[src/rtl/prime_factor_stream.sv]
// -----------------------------------------------------------------------------
// prime_factor_stream
//
// Accepts one WIDTH-bit number over a valid/ready handshake. It computes the
// full prime factorisation by trial division, using a bit-serial restoring
// divider that produces one quotient bit per cycle. The prime factors are
// emitted in ascending order, with multiplicity, on a valid/ready output
// stream. The final beat carries out_last, together with the primality flag
// and the factor count.
//
// Numbers 0 and 1 produce a single beat that carries the raw number.
//
// Parameters
//   WIDTH   bit width of the number and of every factor (legal range 4..32)
//   CNT_W   width of factor_count
//
// Optional build macro
//   FACTORIZER_ODD_STEP_EN
//     When defined, the trial divisors after 3 step by 2 (2, 3, 5, 7, 9, ...).
//     When undefined, every integer is tried (2, 3, 4, 5, ...).
//     Both builds emit identical beats. Only the cycle counts differ.
//
// Ports
//   clk           rising-edge clock
//   reset_n       synchronous active-low reset
//   in_valid      a number is presented on 'number'
//   in_ready      block is idle and accepts a number this cycle
//   number        value to factorise
//   out_valid     out_factor holds a valid beat
//   out_ready     consumer accepts the current beat
//   out_factor    prime factor (raw number for inputs 0 and 1)
//   out_last      final beat of the current number
//   is_prime      primality of the number; meaningful with out_last
//   factor_count  factors emitted so far, including the current beat
// -----------------------------------------------------------------------------
module prime_factor_stream #(
  parameter int WIDTH = 16,
  parameter int CNT_W = $clog2(WIDTH + 1)
) (
  input  logic             clk,
  input  logic             reset_n,
  input  logic             in_valid,
  output logic             in_ready,
  input  logic [WIDTH-1:0] number,
  output logic             out_valid,
  input  logic             out_ready,
  output logic [WIDTH-1:0] out_factor,
  output logic             out_last,
  output logic             is_prime,
  output logic [CNT_W-1:0] factor_count
);

  localparam int DC_W = $clog2(WIDTH);

  typedef enum logic [2:0] {
    IDLE,
    CHECK,
    DIVIDE,
    DECIDE,
    EMIT
  } state_t;

  state_t            state;
  logic [WIDTH-1:0]  n_q;        // residual number still to be factorised
  logic [WIDTH-1:0]  d_q;        // current trial divisor
  logic [WIDTH-1:0]  quo_q;      // dividend shifting out / quotient shifting in
  logic [WIDTH-1:0]  rem_q;      // partial remainder
  logic [DC_W-1:0]   div_cnt_q;  // quotient bit index within DIVIDE
  logic [CNT_W-1:0]  cnt_q;      // beats already handed off for this number

  // ---------------------------------------------------------------------------
  // Datapath helpers
  // ---------------------------------------------------------------------------

  // d*d is formed at double width, so the termination test cannot wrap.
  logic [2*WIDTH-1:0] d_sq;
  logic [2*WIDTH-1:0] n_wide;
  assign d_sq   = {{WIDTH{1'b0}}, d_q} * {{WIDTH{1'b0}}, d_q};
  assign n_wide = {{WIDTH{1'b0}}, n_q};

  // Restoring-division step. Shift the next dividend bit into the remainder,
  // then trial-subtract the divisor. The remainder is always below d, and d is
  // far below 2^WIDTH. So the borrow out of the extra top bit is an exact
  // "shifted remainder < d" flag.
  logic [WIDTH:0] rem_shift;
  logic [WIDTH:0] rem_sub;
  logic           rem_ge;
  assign rem_shift = {rem_q, quo_q[WIDTH-1]};
  assign rem_sub   = rem_shift - {1'b0, d_q};
  assign rem_ge    = ~rem_sub[WIDTH];

  logic div_last;
  assign div_last = (div_cnt_q == DC_W'(WIDTH - 1));

  // Next trial divisor. Composite divisors can never divide, because their
  // prime factors have already been removed. Skipping even divisors therefore
  // only saves cycles.
  logic [WIDTH-1:0] d_next;
`ifdef FACTORIZER_ODD_STEP_EN
  assign d_next = (d_q == WIDTH'(2)) ? WIDTH'(3) : d_q + WIDTH'(2);
`else
  assign d_next = d_q + WIDTH'(1);
`endif

  // ---------------------------------------------------------------------------
  // Control and registered outputs
  // ---------------------------------------------------------------------------
  // NOTE: every register in this block, the datapath included, is assigned
  // with <= only. All reads therefore see the value from before the edge, and
  // the synchronous reset drops any in-flight number from any state.
  always_ff @(posedge clk) begin
    if (!reset_n) begin
      state        <= IDLE;
      in_ready     <= 1'b1;
      out_valid    <= 1'b0;
      out_last     <= 1'b0;
      out_factor   <= '0;
      is_prime     <= 1'b0;
      factor_count <= '0;
      n_q          <= '0;
      d_q          <= '0;
      quo_q        <= '0;
      rem_q        <= '0;
      div_cnt_q    <= '0;
      cnt_q        <= '0;
    end else begin
      case (state)
        IDLE: begin
          if (in_valid) begin
            n_q          <= number;
            d_q          <= WIDTH'(2);
            cnt_q        <= '0;
            in_ready     <= 1'b0;
            is_prime     <= 1'b0;
            factor_count <= '0;
            if (number < WIDTH'(2)) begin
              // 0 and 1 have no prime factors. Echo the raw value as one beat.
              state        <= EMIT;
              out_valid    <= 1'b1;
              out_factor   <= number;
              out_last     <= 1'b1;
              factor_count <= CNT_W'(1);
            end else begin
              state <= CHECK;
            end
          end
        end

        CHECK: begin
          if (d_sq > n_wide) begin
            // No divisor up to sqrt(n) remains, so the residual n is prime.
            // It is the final factor. If nothing was emitted before it, the
            // original number was prime.
            state        <= EMIT;
            out_valid    <= 1'b1;
            out_factor   <= n_q;
            out_last     <= 1'b1;
            factor_count <= cnt_q + CNT_W'(1);
            is_prime     <= (cnt_q == '0);
          end else begin
            rem_q     <= '0;
            quo_q     <= n_q;
            div_cnt_q <= '0;
            state     <= DIVIDE;
          end
        end

        DIVIDE: begin
          quo_q     <= {quo_q[WIDTH-2:0], rem_ge};
          rem_q     <= rem_ge ? rem_sub[WIDTH-1:0] : rem_shift[WIDTH-1:0];
          div_cnt_q <= div_cnt_q + DC_W'(1);
          if (div_last) begin
            state <= DECIDE;
          end
        end

        DECIDE: begin
          if (rem_q == '0) begin
            // d divides n. Emit it now. The quotient in quo_q becomes the new
            // n once the beat is taken.
            state        <= EMIT;
            out_valid    <= 1'b1;
            out_factor   <= d_q;
            out_last     <= 1'b0;
            factor_count <= cnt_q + CNT_W'(1);
          end else begin
            d_q   <= d_next;
            state <= CHECK;
          end
        end

        EMIT: begin
          // Output fields stay untouched until the consumer takes the beat.
          if (out_ready) begin
            out_valid <= 1'b0;
            cnt_q     <= cnt_q + CNT_W'(1);
            if (out_last) begin
              // is_prime and factor_count are held until the next accept.
              out_last <= 1'b0;
              in_ready <= 1'b1;
              state    <= IDLE;
            end else begin
              // Keep d unchanged, so a repeated factor is found again.
              n_q   <= quo_q;
              state <= CHECK;
            end
          end
        end

        default: begin
          state <= IDLE;
        end
      endcase
    end
  end

endmodule

[config.mk]
export PLATFORM = sky130hd
export DESIGN_NAME = prime_factor_stream
export DESIGN_NICKNAME = d
export VERILOG_FILES = /design/src/rtl/prime_factor_stream.sv
export SDC_FILE = /design/constraint.sdc
export NUM_CORES = 1
export LEC_CHECK = 0
export BUFFER_PORTS_ARGS = -buffer_cell sky130_fd_sc_hd__buf_2
export CAP_MARGIN = 10
export CORE_MARGIN = 5
export CORE_UTILIZATION = 28
export CTS_CLUSTER_SIZE = 20
export DETAILED_ROUTE_END_ITERATION = 8
export SLEW_MARGIN = 20
export SYNTH_ARGS = -nofsm -noshare
export SYNTH_HDL_FRONTEND = slang
export SYNTH_SLANG_ARGS = --single-unit
[constraint.sdc]
create_clock -name clk -period 9.3 [get_ports clk]
set_input_delay 1.86 -clock clk [delete_from_list [all_inputs] [get_ports clk]]
set_output_delay 1.86 -clock clk [all_outputs]
set_load 0.05 [all_outputs]
After elaboration in Yosys (flattened, before gate mapping) --
Index checks and enable logic that the tools add are counted.
Word-level totals: bits in registers 101, word-level logic and storage cells 104, output and inout bits 25
Operators by class: eq/ne operators 15, add/sub/neg operators 4, mux-type cells 49, bitwise operators 1, multipliers 1, reductions and logical operators 19, order comparisons 2
Operators by type and width (count):
- $mux 16 | 12
- $pmux 16 s2 | 4
- $pmux 16 s3 | 1
- $gt 32x16->1 | 1
- $mul 16x16->32 | 1
- $mux 5 | 5
- $ne 2x2->1 const B | 10
- $mux 3 | 6
- $sub 17x16->17 | 1
- $add 16x1->16 const B | 1
- $logic_not 16->1 | 1
- $lt 16x2->1 const B | 1
- $pmux 3 s5 | 1
- $pmux 5 s3 | 1
- $mux 1 | 12
- $reduce_and 3->1 | 4
- $reduce_and 4->1 | 3
- $pmux 5 s2 | 1
- $pmux 1 s4 | 2
- $pmux 4 s2 | 1
- $reduce_bool 2->1 | 4
- $eq 3x2->1 const B | 2
- $reduce_and 6->1 | 1
- $add 5x1->5 const B | 1
- 13 further kinds | 14

Depth between registers and ports, before layout --
Gate-level depths: netlist (run 1).
depth in word-level cells 4, depth in mapped cells 35, gate-level depth less buffers 32

Least setup slack after synthesis (run 1) --
OpenSTA, ideal clock, no wires.
path kind reg-to-reg, start point reg d_q[9], end point reg rem_q[0], setup time 0.117 ns, cell stages (with the launch flop) 36, data arrival time 7.596 ns, slack 1.586 ns, cells stage by stage dfxtp_1 clkbuf_1 inv_1 clkbuf_1 nor2_1 inv_1 fa_1 inv_1 fa_1 inv_1 fa_1 inv_1 fa_1 fa_1 inv_1 fa_1 inv_1 ha_1 buf_2 and2_1 and2_1 nor2_1 nand2_1 xor2_1 ha_1 nand4_1 nor2_1 nand2_1 nor2_1 o21ai_1 nor4_2 nand4_2 nor4_4 nor2_2 buf_4 a32o_1
On the way: word-level cells in the longest chain between the ends 4, elaborated cells between the ends (all ways) 7
Ends and longest elaborated chain:
- start: declaration | RTL line 65 | logic [WIDTH-1:0] d_q;
- start signal: assignment | RTL line 187 | d_q <= d_next;
- $mul 16x16->32 | RTL line 78 | assign d_sq = {{WIDTH{1'b0}}, d_q} * {{WIDTH{1'b0}}, d_q};
- $gt 32x16->1 | RTL line 150 | if (d_sq > n_wide) begin
- $ne 2x2->1 (no source line)
- $reduce_and 2->1 (no source line)
- end signal: assignment | RTL line 170 | rem_q <= rem_ge ? rem_sub[WIDTH-1:0] : rem_shift[WIDTH-1:0];
- end: declaration | RTL line 67 | logic [WIDTH-1:0] rem_q;
Parallel ways exist; a longest one is shown, timed or not. A chain may end at the register's enable or synchronous reset.

Worst setup path in the final report (run 1) --
start point reg d_q[5], end point reg quo_q[6]
On the way: word-level cells in the longest chain between the ends 4
Ends and longest elaborated chain:
- $mul 16x16->32 | RTL line 78
- $gt 32x16->1 | RTL line 150
- $ne 2x2->1 (no source line)
- $reduce_and 2->1 (no source line)
- end signal: assignment | RTL line 162 | quo_q <= n_q;
- end signal: assignment | RTL line 169 | quo_q <= {quo_q[WIDTH-2:0], rem_ge};
- end: declaration | RTL line 66 | logic [WIDTH-1:0] quo_q;
No other way between the ends.

==> impl.org, run 1 <==
** Hold path
- The worst hold path passes through 2 cells.
- Class of the worst hold path :: register to register

** Logic synthesis
- Commonest cells in the netlist :: inv_1 (266), nand2_1 (186), fa_1 (164)
- After synthesis, the mean cell area works out to 8.413 sq um.
- In this run the biggest area consumer among cell types represents 24.34% of the synthesized area.
- Share of async-settable or async-resettable flops after synthesis :: 0%
- Ranked by total cell area, the synthesized netlist is headed by fa_1 (24%), dfxtp_1 (15%), ha_1 (13%).
- The number of nets in the synthesized netlist is 1925.
- In this run the cell area of the synthesized design comes to 13490 sq um.
- Synthesis inferred 101 register bits.
- Unique masters post-synth :: 81
- Number of enable flip-flop cells after synthesis :: 0
- Syn. warnings :: 0
- In the post-synthesis netlist, the cell with the most instances is inv_1.
- Ys flop type :: dfxtp_1
- Sequential elements use 14.99% of the synthesized area.
- Counting every instance in the synthesized netlist gives 1603.
- Library cell with the largest summed area after synthesis :: fa_1

** Setup path
- Sort of element at the start of the critical path :: register
- On the worst path, the slowest cell contributes a delay of 0.65 ns.
- Crit Path Category :: register to register
- STA puts the critical path data arrival time at 8.86 ns.
- For the worst flop-to-flop path, the logic depth is 33.
- Critical path fanouts, max :: 15
- Cell at the slowest stage of the critical path :: dfxtp_1
- For the worst setup path, the data required time is 9.52 ns.
- STA classifies the critical path endpoint as a register.

** Floorplan
- Core Box Area :: 47650 sq um
- The initial utilization of the core area, before any placement, comes to 28.31%.
- Std cell rows :: 80
- The die covers 52660 sq um.
- From left edge to right edge, the die measures 229.5 um.
- 45 I/O pins were placed.
- Measured along the y axis, the die boundary spans 229.5 um.

** Timing
- At the pin with the least slew margin, the transition time is 1.064 ns.
- Counting I/O delays and the setup requirement, the final critical path takes 8.633 ns.
- The number of endpoints with negative hold slack in the final report came to 0.
- Total of endpoints with negative setup slack in the final report :: 0
- Sum Neg Setup Slack :: 0 ns
- In the finished design, the share of the clock period the worst path needs comes to 92.83%.
- Setup repair after global routing left no endpoint under its margin.
- Clock Skews :: 0.01841 ns
- Headroom to the max-slew limit came out at 28.68%.
- The count of pins over their slew limit was 0.
- Across all setup checks in the final design, the least slack found is 0.6667 ns.
- Static timing analysis puts the maximum clock frequency at 115.8 MHz.

** Run status
- Status :: finished, final reports clean

** Routing
- Summing over every cut layer, the via total after detailed routing is 11130.
- DRC errors left :: 0
- Antenna violation net count after detailed routing :: 0
- Using the TritonRoute via totals, the vias-per-cell ratio works out to 4.986.
- Detailed Route Iter0 Violations :: 732
- Wires add up to 36.60 mm.
- The first TritonRoute pass finished after 5 iterations.
- Dividing the detail-routed wire length by the instance count gives 16.39 um.

** Global route
- The via count of the first global-routing pass was 11480.
- Global Route Usage Sum :: 13.80%
- Entering global routing, the biggest net connects 84 pins.
- Global route total overflow :: 0
- Wire length of the first global-routing pass :: 60.53 mm
- The initial antenna violation count is 0.

** Layout
- After filler insertion, the fill cell instance count of the layout stands at 5087.
- Final Net Count :: 1935
- The post-route netlist has 7.911% of its cells at a drive strength greater than 1.
- The area growth from synthesis to layout is 8.860%.
- Diodes inserted :: 0

** Clock tree
- TritonCTS clock tree :: done
- After clock tree synthesis, the clock-pin slew on the worst setup and hold paths is 0.08 ns.
- Count of buffers added by post-CTS timing repair for setup :: 0
- Cell at the root of the clock tree :: clkbuf_16
- Clock Latency Late Sink :: 0.37 ns
- CTS saw 101 sinks.
- TritonCTS created 9 clock buffers.
- Number of H-tree levels :: 3
- Count of instances resized after the clock tree is built :: 0
- Clock Path Buffers :: 2
- Buffers inserted to repair hold after CTS numbered 0.

** Placed design
- Routability congestion estimate from global placement :: 0.8686
- Worst setup slack after placement :: 0.5328 ns
- HPWL after DPL :: 29.86 mm
- The count of buffers added on input and output ports is 44.

** Pwr
- Power Dens Cells :: 165.7 nW/um^2
- Peak supply drop :: 0.0002825 V
- Summed over all cells, the static leakage comes to 0.007075 uW.

** Job
- The tool flagged a number of max-cap violations equal to 0.
[metal layers]
layer  track usage, %  share of wire (%)  vias to the layer above  routed length (um)
met5                0                  0                        -                   0
met4            2.913                1.7                        0                 622
met3            1.746                4.3                       48                1588
met2            22.99                 47                      267               17380
met1            19.27                 46                     5478               17010
li1                 -                  -                     5340                   -
[state kept, by name, summed over array words and instances (netlist names), 3 cells and up]
name and cells:
div_cnt_q 4, rem_q 16, out_factor 16, quo_q 16
factor_count 5, n_q 16, cnt_q 5, state 3
d_q 16
[metrics by stage]
stage	util [%]	hold slack, ns	cells	power, uW	instance area, sq um
floorplan	-	0.4312	1603	1734	13490
global placement	30.14	0.4416	2215	2007	14360
detailed placement	30.14	0.4453	2215	2037	14360
CTS	30.78	0.4601	2231	2436	14660
global route	30.81	0.4784	2233	2603	14680
finish	30.81	0.4604	2233	2432	14680
[layout by cell type, fill, tap and decap left out, drive strengths merged, types with 4 or more instances in the layout]
cell	Yosys	final
inv	269	272
nand2	186	186
fa	164	164
nor2	139	139
ha	138	138
dfxtp	101	101
a21oi	70	70
buf	17	67
o21ai	62	62
mux2i	48	48
xnor2	42	42
o211ai	39	39
nand3	34	34
nor3	20	20
a21o	16	16
a311oi	16	16
a32o	15	15
mux2	15	15
nand4	14	14
xor2	13	13
nor4	13	13
o21a	11	11
nand2b	10	10
clkbuf	51	10
or3	7	7
or2	7	7
clkinv	4	7
and3	6	6
and2	6	6
nor2b	6	6
o21bai	5	5
o22ai	4	4
a211oi	4	4
[worst paths after layout]
check | from | endpoint | slack, ns
setup reg to reg | d_q[5]$_SDFFE_PN0P_ | quo_q[6]$_SDFFE_PN0P_ | 0.67
hold / removal | out_factor[15]$_SDFFE_PN0P_ | out_factor[15]$_SDFFE_PN0P_ | 0.46
setup / recovery | d_q[5]$_SDFFE_PN0P_ | quo_q[6]$_SDFFE_PN0P_ | 0.67
hold reg to reg | out_factor[15]$_SDFFE_PN0P_ | out_factor[15]$_SDFFE_PN0P_ | 0.46
[cells by family after synthesis]
family	share of synthesized area, %
muxes	4.815
buffers and inverters	9.750
and+or+nand+nor	15.25
AOI/OAI and AO/OA	14.42
DFF	14.99
adders and majority gates	37.15
xor gates and xnor gates	3.627
[report_power, final]
| group | switching [uW] | internal, uW |
|---|---|---|
| logic | 818 | 581 |
| clock network | 197 | 197 |
| registers | 98.1 | 542 |
[worst max-delay path, delay by kind of cell, from the launching register on]
kind	cells	cell delay (ns)
AO/OA/AOI/OAI	2	0.18
XOR/XNOR	1	0.16
adder cells (fa/ha/maj)	8	3.84
buffers and inverters	9	1.11
flip-flops	1	0.65
multiplexers	1	0.20
AND/OR/NAND/NOR	12	2.32
[cell type report]
type	count	area [sq um]	share of cell area, %
inverters	273	1025	6.980
flip-flops and latches	101	2022	13.77
repair buffers	67	405.4	2.761
well taps	615	769.5	5.241
multi-input cells	1161	10160	69.19
clock inverters	6	62.56	0.4261
clock buffers	10	239.0	1.628
No activity file was read; power rests on OpenSTA's default activity.
==> run 2, diff against run 1 <==
--- a/config.mk
+++ b/config.mk
@@ -11,6 +11,7 @@
 export CORE_UTILIZATION = 28
 export CTS_CLUSTER_SIZE = 20
 export DETAILED_ROUTE_END_ITERATION = 8
+export RECOVER_POWER = 100
 export SLEW_MARGIN = 20
 export SYNTH_ARGS = -nofsm -noshare
 export SYNTH_HDL_FRONTEND = slang
==> run 2 against run 1 <==
Clock-buffer cell count stayed put; register-to-register slack got worse by 0.02 ns; final cell count did not move; global-route usage is the same; highest routed layer unchanged; clock skew hardly changed; cell area fell by 0.38%; via count increased by 0.24%; maximum frequency is 0.21% lower; combinational power is essentially flat; worst hold slack is essentially flat; sequential power about the same; the flow now finishes with violations (max-capacitance violations, max-slew violations).
==> impl.org, run 2 (synthesis gave the netlist of run 1 again) <==
** Run status
- Status: complete, but fails checks (was finished, final reports clean).
- The checks that failed: max-capacitance violations, max-slew violations.

** Clock tree
- The number of clock buffers inserted by TritonCTS is 9 (unchanged).
- The count of hold-fix buffers inserted at cts was 0 (unchanged).
- The deepest level of the CTS H-tree is 3 (unchanged).
- Count of buffers added by post-CTS timing repair for setup :: 0 (unchanged)
- The quantity of gates resized following cts is 0 (unchanged).
- The worst-case clock buffer depth was 2 (unchanged).
- The clock tree from TritonCTS was done (unchanged).
- Clock-pin slew on the worst setup and hold paths :: 0.08 ns (about the same)
- The total clock sinks was 101 (unchanged).
- The cell at the root of the clock tree was clkbuf_16 (unchanged).
- Clock Latency Late Sink :: 0.37 ns (about the same)

** Timing
- The final period demand of the worst path was 8.652 ns (was 8.633 ns).
- The peak clock frequency supported by timing is 115.6 MHz (was 115.8 MHz).
- Total of endpoints with negative setup slack in the final report :: 0 (unchanged)
- Clock Skews :: 0.01852 ns (was 0.01841 ns)
- Final hold viol count :: 0 (unchanged)
- Sum Neg Setup Slack :: 0 ns (unchanged)
- The worst relative slew slack was -6.414% (was 28.68%).
- The pin slew with the least headroom to its limit came to 1.596 ns (was 1.064 ns).
- Setup repair after global routing missed its margin :: no (unchanged)
- Number of pins with negative max-slew slack in the final report :: 33 (was 0)
- The part of the cycle the worst path needs was 93.03% (was 92.83%).

** Setup path
- The worst-path maximum fanout was 15 (unchanged).
- Required @ worst endpoint :: 9.52 ns (about the same)
- Crit Path Category :: register to register (unchanged)
- The start of the worst register-to-register path is d_q[5]$_SDFFE_PN0P_ (unchanged).
- Critical path arrival :: 8.87 ns (was 8.86 ns)
- Critical path endpoint category :: register (unchanged)
- Internal reg-to-reg setup slack :: 0.65 ns (was 0.67 ns)
- Cell at the slowest stage of the critical path :: dfxtp_1 (unchanged)
- Slowest Stage Delay on Critical Path :: 0.64 ns (was 0.65 ns)
- FF-to-FF End :: quo_q[6]$_SDFFE_PN0P_ (unchanged)
- Sort of element at the start of the critical path :: register (unchanged)
- Worst Reg-to-Reg Cells :: 33 (unchanged)

** Routing
- Overall routed net length :: 36.61 mm (was 36.60 mm)
- The average detailed-routed wire length per instance is 16.39 um (about the same).
- Total number of vias :: 11160 (was 11130)
- The number of remaining DRC errors came to 0 (unchanged).
- Average via count per standard cell :: 4.998 (was 4.986)
- Detailed Route Iter0 Violations :: 766 (was 732)
- Antenna violation net count after detailed routing :: 0 (unchanged)
- The total iterations of the first detailed-routing run was 6 (was 5).

** Placed design
- The number of cells after detailed placement came to 2215 (unchanged).
- Routability congestion estimate from global placement :: 0.8686 (unchanged)
- PortBufs :: 44 (unchanged)
- The detailed placement HPWL was 29.86 mm (unchanged).

** Global route
- Initial antenna violation count :: 0 (unchanged)
- The via count of the first global-routing pass is 11480 (unchanged).
- The total congestion overflow after global routing came to 0 (unchanged).
- Pin count of the biggest net entering global routing :: 84 (unchanged)
- Global Route Usage Sum :: 13.80% (unchanged)
- The global-route wire length before repair was 60.53 mm (unchanged).

** Layout
- The area growth from synthesis to layout is 8.443% (was 8.860%).
- The fraction of layout instances using a drive strength above 1 was 5.995% (was 7.911%).
- Final cell count without fillers :: 2233 (unchanged)
- Final Net Count :: 1935 (unchanged)
- The final core utilization was 30.70% (was 30.81%).
- Diodes inserted :: 0 (unchanged)
- Commonest non-fill, non-tap cell in the layout :: inv_1 (unchanged)
- Commonest cells after routing, fill and taps aside: inv_1 (267), nand2_1 (185), fa_1 (164) (was inv_1 (266), nand2_1 (185), fa_1 (164)).

** Hold path
- The instance count along the most critical hold path came to 2 (unchanged).
- Class of the worst hold path :: register to register (unchanged)
- Worst Hold Path EP :: out_factor[5]$_SDFFE_PN0P_ (was out_factor[15]$_SDFFE_PN0P_)
- Start point of the worst min-delay path :: out_factor[5]$_SDFFE_PN0P_ (was out_factor[15]$_SDFFE_PN0P_)

** Pwr
- The overall power after layout is 2421 uW (was 2432 uW).
- The power density relative to cell area was 165.6 nW/um^2 (was 165.7 nW/um^2).
- Reported leakage power :: 0.006950 uW (was 0.007075 uW)
- Peak supply drop :: 0.0002831 V (was 0.0002825 V)

** Floorplan
- Top-Level Pins :: 45 (unchanged)
- The die area is 52660 sq um (unchanged).
- Core Box Area :: 47650 sq um (unchanged)
- The die width is 229.5 um (unchanged).
- The overall die height is 229.5 um (unchanged).
- The starting density of the core is 28.31% (unchanged).
- Std cell rows :: 80 (unchanged)

** Job
- Count of max-cap constraint violations :: 1 (was 0)
## run 2: worst max-delay path by stage
| stage | startpoint | end | slack (ns) | cells after the start |
|---|---|---|---|---|
| after floorplan | d_q[9]$_SDFFE_PN0P_ | rem_q[0]$_SDFFE_PN0P_ | 1.59 | 35 |
| after global routing | d_q[5]$_SDFFE_PN0P_ | quo_q[15]$_SDFFE_PN0P_ | 0.06 | 33 |
| after detailed placement | d_q[5]$_SDFFE_PN0P_ | rem_q[1]$_SDFFE_PN0P_ | 0.53 | 31 |
| after global placement | d_q[5]$_SDFFE_PN0P_ | rem_q[9]$_SDFFE_PN0P_ | 0.76 | 31 |
| after CTS | d_q[5]$_SDFFE_PN0P_ | rem_q[1]$_SDFFE_PN0P_ | 0.47 | 31 |
| final | d_q[5]$_SDFFE_PN0P_ | quo_q[6]$_SDFFE_PN0P_ | 0.65 | 33 |
## run 2: final cells by class
| type | instances | area [sq um] |
|---|---|---|
| fill | 5110 | 33020 |
| multi-input combinational | 1161 | 10140 |
| sequential | 101 | 2022 |
| inverter | 273 | 1025 |
| tap | 615 | 769.5 |
| timing repair buffer | 67 | 364.1 |
| clock buffer | 10 | 239.0 |
| clock inverter | 6 | 62.56 |
## run 2: layer usage
metal / vias to the layer above / share of wire (%) / wire length [um] / GRT usage [%]
li1: 5340 / - / - / -
met1: 5493 / 46 / 16740 / 19.27
met2: 285 / 48 / 17470 / 22.99
met3: 42 / 4.9 / 1798 / 1.746
met4: 0 / 1.6 / 593 / 2.913
met5: - / 0 / 0 / 0
## run 2: through the flow
stage	worst slack, ns	cell area [sq um]	hold WS [ns]
finish	0.6483	14630	0.4607
global route	0.05530	14630	0.4797
CTS	0.4666	14660	0.4601
detailed placement	0.5328	14360	0.4453
global placement	0.7609	14360	0.4416
floorplan	1.586	13490	0.4312
## run 2: worst max-delay path: cells and delay by family, from the launching register on
family                     cells  cell delay, ns
DFF                            1            0.64
and+or+nand+nor               12            2.37
xor gates and xnor gates       1            0.16
AOI/OAI and AO/OA              2            0.16
adders and majority gates      8            3.84
muxes                          1            0.20
buffers and inverters          9            1.12
## run 2: report_power, final
| part | internal (uW) | switching [uW] |
|---|---|---|
| sequential | 542 | 99.1 |
| combinational | 570 | 816 |
| clock | 197 | 197 |
